===== src/rtl/crop_pkg.sv =====
// Shared definitions for the crop frame scheduler: default geometry, FSM encoding
// and a small width helper.
package crop_pkg;

    localparam int DEF_PIXEL_BIT_WIDTH  = 12;
    localparam int DEF_IN_ROWS          = 40;
    localparam int DEF_IN_COLS          = 40;
    localparam int DEF_OUT_ROWS         = 20;
    localparam int DEF_OUT_COLS         = 20;
    localparam int DEF_IMG_ROW_BITWIDTH = 10;
    localparam int DEF_IMG_COL_BITWIDTH = 10;
    localparam int DEF_BOX_FIFO_DEPTH   = 4;

    localparam int FRAME_PIXELS = DEF_IN_ROWS * DEF_IN_COLS;

    typedef enum logic [1:0] {
        ST_ARM    = 2'd0,
        ST_IDLE   = 2'd1,
        ST_LOAD   = 2'd2,
        ST_STREAM = 2'd3
    } state_t;

    function automatic int max_int(input int a, input int b);
        return (a > b) ? a : b;
    endfunction

endpackage


===== src/rtl/crop_box_fifo.sv =====
// Small synchronous FIFO holding queued crop boxes; the head word is visible on
// o_data whenever the FIFO is non-empty (first-word-fall-through).
module crop_box_fifo
    import crop_pkg::*;
#(
    parameter int WIDTH = DEF_IMG_ROW_BITWIDTH + DEF_IMG_COL_BITWIDTH,
    parameter int DEPTH = DEF_BOX_FIFO_DEPTH
) (
    input  logic             clk,
    input  logic             reset_n,
    input  logic             i_push,
    input  logic [WIDTH-1:0] i_data,
    input  logic             i_pop,
    output logic [WIDTH-1:0] o_data,
    output logic             o_full,
    output logic             o_empty
);

    localparam int AW = $clog2(DEPTH);

    logic [WIDTH-1:0] r_mem [DEPTH];
    logic [AW:0]      r_wr_ptr;
    logic [AW:0]      r_rd_ptr;
    logic             w_push;
    logic             w_pop;

    assign w_push = i_push && !o_full;
    assign w_pop  = i_pop && !o_empty;

    // Extra pointer MSB distinguishes full from empty when the indices match.
    assign o_empty = (r_wr_ptr == r_rd_ptr);
    assign o_full  = (r_wr_ptr[AW] != r_rd_ptr[AW]) &&
                     (r_wr_ptr[AW-1:0] == r_rd_ptr[AW-1:0]);
    assign o_data  = r_mem[r_rd_ptr[AW-1:0]];

    always_ff @(posedge clk or negedge reset_n) begin
        if (!reset_n) begin
            r_wr_ptr <= '0;
            r_rd_ptr <= '0;
        end else begin
            if (w_push) r_wr_ptr <= r_wr_ptr + 1'b1;
            if (w_pop)  r_rd_ptr <= r_rd_ptr + 1'b1;
        end
    end

    always_ff @(posedge clk) begin
        if (w_push) r_mem[r_wr_ptr[AW-1:0]] <= i_data;
    end

endmodule


===== src/rtl/crop_frame_scheduler.sv =====
// Re-arms the crop filter before every frame, hands it one queued crop box over
// the Y1/X1 streams, then gates exactly one frame of pixels through to it.
module crop_frame_scheduler
    import crop_pkg::*;
#(
    parameter int PIXEL_BIT_WIDTH  = DEF_PIXEL_BIT_WIDTH,
    parameter int IN_ROWS          = DEF_IN_ROWS,
    parameter int IN_COLS          = DEF_IN_COLS,
    parameter int OUT_ROWS         = DEF_OUT_ROWS,
    parameter int OUT_COLS         = DEF_OUT_COLS,
    parameter int IMG_ROW_BITWIDTH = DEF_IMG_ROW_BITWIDTH,
    parameter int IMG_COL_BITWIDTH = DEF_IMG_COL_BITWIDTH,
    parameter int BOX_FIFO_DEPTH   = DEF_BOX_FIFO_DEPTH
) (
    input  logic                                       clk,
    input  logic                                       reset_n,
    input  logic [IMG_ROW_BITWIDTH+IMG_COL_BITWIDTH-1:0] box_in_TDATA,
    input  logic                                       box_in_TVALID,
    output logic                                       box_in_TREADY,
    output logic                                       box_err,
    input  logic [PIXEL_BIT_WIDTH-1:0]                 pixel_in_TDATA,
    input  logic                                       pixel_in_TVALID,
    output logic                                       pixel_in_TREADY,
    output logic [PIXEL_BIT_WIDTH-1:0]                 pixel_out_TDATA,
    output logic                                       pixel_out_TVALID,
    input  logic                                       pixel_out_TREADY,
    output logic [IMG_ROW_BITWIDTH-1:0]                crop_Y1_TDATA,
    output logic                                       crop_Y1_TVALID,
    input  logic                                       crop_Y1_TREADY,
    output logic [IMG_COL_BITWIDTH-1:0]                crop_X1_TDATA,
    output logic                                       crop_X1_TVALID,
    input  logic                                       crop_X1_TREADY,
    output logic                                       filter_rst,
    output logic                                       frame_done,
    output logic [15:0]                                frame_count,
    output logic                                       busy,
    output state_t                                     dbg_state
);

    localparam int R    = IMG_ROW_BITWIDTH;
    localparam int C    = IMG_COL_BITWIDTH;
    localparam int NPIX = IN_ROWS * IN_COLS;
    localparam int CW   = $clog2(NPIX);
    localparam int KW   = max_int(R, C) + 1;

    localparam logic [KW-1:0] Y_LIMIT  = KW'(IN_ROWS - OUT_ROWS);
    localparam logic [KW-1:0] X_LIMIT  = KW'(IN_COLS - 1 - OUT_COLS);
    localparam logic [CW-1:0] LAST_PIX = CW'(NPIX - 1);

    // All streams use AXIS semantics: a beat transfers on a rising clk edge where
    // TVALID and TREADY are both high; TVALID never depends on TREADY.

    state_t         r_state;
    state_t         w_next_state;
    logic           r_filter_rst;
    logic           r_y_valid;
    logic           r_x_valid;
    logic           r_box_err;
    logic           r_frame_done;
    logic [R-1:0]   r_y_hold;
    logic [C-1:0]   r_x_hold;
    logic [CW-1:0]  r_pix_cnt;
    logic [15:0]    r_frame_count;

    logic           w_box_hs;
    logic           w_in_range;
    logic           w_fifo_push;
    logic           w_fifo_pop;
    logic           w_fifo_full;
    logic           w_fifo_empty;
    logic [R+C-1:0] w_head;
    logic [KW-1:0]  w_y_ext;
    logic [KW-1:0]  w_x_ext;
    logic           w_y_hs;
    logic           w_x_hs;
    logic           w_y_done;
    logic           w_x_done;
    logic           w_stream;
    logic           w_pix_hs;
    logic           w_last_pix;

    assign w_y_ext     = {{(KW-R){1'b0}}, box_in_TDATA[R+C-1:C]};
    assign w_x_ext     = {{(KW-C){1'b0}}, box_in_TDATA[C-1:0]};
    assign w_in_range  = (w_y_ext <= Y_LIMIT) && (w_x_ext <= X_LIMIT);
    assign w_box_hs    = box_in_TVALID && !w_fifo_full;
    assign w_fifo_push = w_box_hs && w_in_range;
    assign w_fifo_pop  = (r_state == ST_IDLE) && !w_fifo_empty;

    crop_box_fifo #(
        .WIDTH (R + C),
        .DEPTH (BOX_FIFO_DEPTH)
    ) u_box_fifo (
        .clk     (clk),
        .reset_n (reset_n),
        .i_push  (w_fifo_push),
        .i_data  (box_in_TDATA),
        .i_pop   (w_fifo_pop),
        .o_data  (w_head),
        .o_full  (w_fifo_full),
        .o_empty (w_fifo_empty)
    );

    // A coordinate is done once its beat has gone or is going on this edge.
    assign w_y_hs   = r_y_valid && crop_Y1_TREADY;
    assign w_x_hs   = r_x_valid && crop_X1_TREADY;
    assign w_y_done = !r_y_valid || crop_Y1_TREADY;
    assign w_x_done = !r_x_valid || crop_X1_TREADY;

    assign w_stream   = (r_state == ST_STREAM);
    assign w_pix_hs   = w_stream && pixel_in_TVALID && pixel_out_TREADY;
    assign w_last_pix = w_pix_hs && (r_pix_cnt == LAST_PIX);

    always_comb begin
        w_next_state = r_state;
        case (r_state)
            ST_ARM:    w_next_state = ST_IDLE;
            ST_IDLE:   if (!w_fifo_empty) w_next_state = ST_LOAD;
            ST_LOAD:   if (w_y_done && w_x_done) w_next_state = ST_STREAM;
            ST_STREAM: if (w_last_pix) w_next_state = ST_ARM;
            default:   w_next_state = ST_ARM;
        endcase
    end

    always_ff @(posedge clk or negedge reset_n) begin
        if (!reset_n) begin
            r_state      <= ST_ARM;
            r_filter_rst <= 1'b1;
        end else begin
            r_state      <= w_next_state;
            r_filter_rst <= (w_next_state == ST_ARM);
        end
    end

    always_ff @(posedge clk or negedge reset_n) begin
        if (!reset_n) begin
            r_y_valid <= 1'b0;
            r_x_valid <= 1'b0;
            r_y_hold  <= '0;
            r_x_hold  <= '0;
        end else if (w_fifo_pop) begin
            r_y_valid <= 1'b1;
            r_x_valid <= 1'b1;
            r_y_hold  <= w_head[R+C-1:C];
            r_x_hold  <= w_head[C-1:0];
        end else begin
            if (w_y_hs) r_y_valid <= 1'b0;
            if (w_x_hs) r_x_valid <= 1'b0;
        end
    end

    always_ff @(posedge clk or negedge reset_n) begin
        if (!reset_n) begin
            r_pix_cnt     <= '0;
            r_frame_done  <= 1'b0;
            r_frame_count <= '0;
            r_box_err     <= 1'b0;
        end else begin
            if (w_pix_hs) r_pix_cnt <= w_last_pix ? '0 : r_pix_cnt + 1'b1;
            r_frame_done  <= w_last_pix;
            r_frame_count <= r_frame_count + {15'd0, w_last_pix};
            r_box_err     <= w_box_hs && !w_in_range;
        end
    end

    assign box_in_TREADY    = !w_fifo_full;
    assign box_err          = r_box_err;
    assign pixel_out_TDATA  = pixel_in_TDATA;
    assign pixel_out_TVALID = w_stream && pixel_in_TVALID;
    assign pixel_in_TREADY  = w_stream && pixel_out_TREADY;
    assign crop_Y1_TDATA    = r_y_hold;
    assign crop_Y1_TVALID   = r_y_valid;
    assign crop_X1_TDATA    = r_x_hold;
    assign crop_X1_TVALID   = r_x_valid;
    assign filter_rst       = r_filter_rst;
    assign frame_done       = r_frame_done;
    assign frame_count      = r_frame_count;
    assign busy             = (r_state != ST_IDLE);
    assign dbg_state        = r_state;

endmodule


===== config.mk =====
export PLATFORM = sky130hd
export DESIGN_NAME = crop_frame_scheduler
export DESIGN_NICKNAME = d
export VERILOG_FILES = /design/src/rtl/crop_pkg.sv /design/src/rtl/crop_box_fifo.sv /design/src/rtl/crop_frame_scheduler.sv
export SDC_FILE = /design/constraint.sdc
export NUM_CORES = 1
export LEC_CHECK = 0
export BUFFER_PORTS_ARGS = -buffer_cell sky130_fd_sc_hd__buf_2
export CORE_MARGIN = 2
export CORE_UTILIZATION = 38
export DETAILED_ROUTE_END_ITERATION = 7
export PLACE_DENSITY = 0.63
export SLEW_MARGIN = 15
export SYNTH_ARGS = -nofsm -noshare
export SYNTH_HDL_FRONTEND = slang
export SYNTH_SLANG_ARGS = --single-unit

===== constraint.sdc =====
create_clock -name clk -period 3.8 [get_ports clk]
set_input_delay 0.19 -clock clk [delete_from_list [all_inputs] [get_ports clk]]
set_output_delay 0.19 -clock clk [all_outputs]
set_load 0.05 [all_outputs]

==> run metrics <==
status complete, no violations; count of final hold-check violations 0; crit path capture type register; clock transition at the registers of the reported paths 60 ps; post-route ant nets 0; register bit total from synthesis 140; Setup TNS 0 ps; Final #Nets about 470; Tcrit/Tclk final 73.34%; CP max FO 9; synthesis-to-layout area growth 21.32%; core outline area around 15,000 sq um; HPWL Detailed between 6000 and 7000 microns; number of synthesized flops with an enable pin 80; IO Port Bufs 73; final std cells w/o fill about 620; Worst-Margin Slew approximately 830 ps; endpoints failing setup 0; CTS Buffer Depth 2; share of layout cells above drive strength 1 roughly a third; vias in the first global route about 3,300; first-pass GRT wire length about 17,000 microns; die span in y approximately 130 microns; top-count cell post-synth edfxtp_1; synth warn 0; Post-Place Cells about 580; H-Tree Depth 4; synth top area cells edfxtp_1 42%, dfrtp_1 26%, mux4_2 7.9%; Initial Util 39.01%; CTS tree built; clock root buffer clkbuf_16; fmax approximately 0.36 GHz; initial DRC count 185; Clock Skews 6.864 ps; Max Cap Viol 0; FP Rows 44; Req. time, crit path 4090 ps; P_leak approximately 2.8 nW; GPL Wtd Cong between 0.7 and 0.8; GRT overflow 0; Vias/cell around 4.9; WL/cell approximately 17 microns; Critical Path Start Type register; min-delay worst type in2reg; drt first pass iters 4; RSZ-0062 raised after global routing false; routed wire length between 10,000 and 15,000 microns; die area ~16,000 sq um; Yosys top cell area share 42.21%; largest net degree at the start of global routing 36; clock latency at the later pin of the worst-skew pair approximately 410 ps; Cells after Synth 333; Post-Syn Area about 5700 sq um; vias ~3,100; # resized after CTS 0; Commonest cells post-synth 80 x edfxtp_1, 59 x dfrtp_1, 20 x mux4_2; # DRC 0; sequential element share of the synthesized area slightly below 70%; number of diodes 0; Yosys cell types 45; commonest register cell after synthesis edfxtp_1; Worst VDD drop between 0.5 and 0.6 mV; Synth area leader edfxtp_1; Die X 126.4 microns; final worst setup slack between 1000 and 1500 ps; crit path kind reg2reg; Setup WS pre-CTS 1008 ps; Rel. slew slack about 44%; Synth Area per Inst around 17 sq um; TritonCTS Sinks between 100 and 150; Filler Cell Count approximately 1,200; pwr/cell area 490.0 nW/um^2; CTS Buf Count 17; number of top-level pins 98; critical path data arrival time 3080 ps; Tmin final approximately 2800 ps; synthesized net count 380; max-slew violations 0; GRT Util Overall between 10% and 20%; ys async rst share a little over two fifths; initial antenna violation count 0
[stage by stage]
step | power, W | hold WS (ps) | utilization (%) | instance area, sq um
after floorplan | 0.001785 | -105.6 | - | 5692
after global placement | 0.001805 | 351.2 | 42.72 | 6232
after detailed placement | 0.001810 | 347.0 | 42.72 | 6232
after CTS | 0.003428 | 1.158 | 47.33 | 6905
after global routing | 0.003510 | 1.367 | 47.33 | 6905
final | 0.003384 | 13.56 | 47.33 | 6905
[cells in the final DEF, fill, tap and decap left out, types with 9 or more instances in the layout]
master,n
nand3_1,10
dlygate4sd3_1,9
mux4_2,20
inv_1,9
dfrtp_1,59
xnor2_1,19
clkbuf_16,17
buf_2,73
nor2_1,11
nand2_1,14
buf_4,10
mux2_1,17
edfxtp_1,80
[path summary, 6_finish.rpt]
check	from	end	slack (ps)	depth (start not counted)
max	dbg_state[0]	frame_count[12]	1010	10
min	box_in_TDATA[2]	u_box_fifo.r_mem[0][2]	10	1
max reg2reg	dbg_state[0]	frame_count[12]	1010	10
min reg2reg	frame_count[15]	frame_count[15]	470	1
max in group asynchronous	reset_n	frame_count[3]	2500	3
min in group asynchronous	reset_n	crop_X1_TDATA[8]	420	2
[worst max-delay path, stage by stage (launching register included)]
cell and delay (ps):
dfrtp_1 500, nand4_4 190, nor4_2 440, nor2b_1 190, buf_4 170, ha_1 190, ha_1 200, nand2_1 90
nor3_1 380, nand3_1 170, xnor2_1 150
[layout make-up]
class,instances,area (sq um),area share (%)
sequential,140,3905,56.55
timing repair buffer,92,530.5,7.683
tap,184,230.2,3.334
inverter,9,33.78,0.4892
clock inverter,9,115.1,1.667
clock buffer,23,467.9,6.777
multi-input combinational,165,1623,23.50
[sequential cells by signal, indices dropped and copies added, names as in the netlist]
register	cells
crop_Y1_TVALID	1
frame_done	1
crop_X1_TDATA	10
filter_rst	1
frame_count	16
u_box_fifo.r_rd_ptr	3
r_pix_cnt	11
u_box_fifo.r_mem	80
u_box_fifo.r_wr_ptr	3
box_err	1
dbg_state	2
crop_Y1_TDATA	10
crop_X1_TVALID	1
[logic make-up after synthesis]
logic type | Yosys count | share of synthesized area [%]
AO/OA/AOI/OAI | 17 | 2.506
XOR/XNOR | 29 | 4.726
adder cells (fa/ha/maj) | 8 | 1.759
buffers and inverters | 28 | 2.880
flip-flops | 140 | 68.61
multiplexers | 42 | 12.27
AND/OR/NAND/NOR | 69 | 7.255
[what timing repair did]
item / in CTS / in global routing
endpoints found under the hold margin: 62 / 0
hold buffers: 9 / 0
buffers inserted: 0 / 0
endpoints found under the setup margin: 0 / 0
[layer usage]
layer / GRT usage (%) / vias up / part of all wire [%]
met5: 0 / - / 0
li1: - / 1423 / -
met3: 4.724 / 18 / 5.8
met4: 5.171 / 0 / 1.3
met1: 17.28 / 1541 / 44
met2: 22.93 / 84 / 49
[where the power goes]
group | total (W) | internal (W) | leakage [nW] | switching (W)
logic | 0.000125 | 0.0000487 | 1.02 | 0.0000760
clock network | 0.00160 | 0.00100 | 0.278 | 0.000594
registers | 0.00166 | 0.00163 | 1.47 | 0.0000268
total | 0.00338 | 0.00269 | 2.77 | 0.000696
Power figures use the tool's default switching activity.
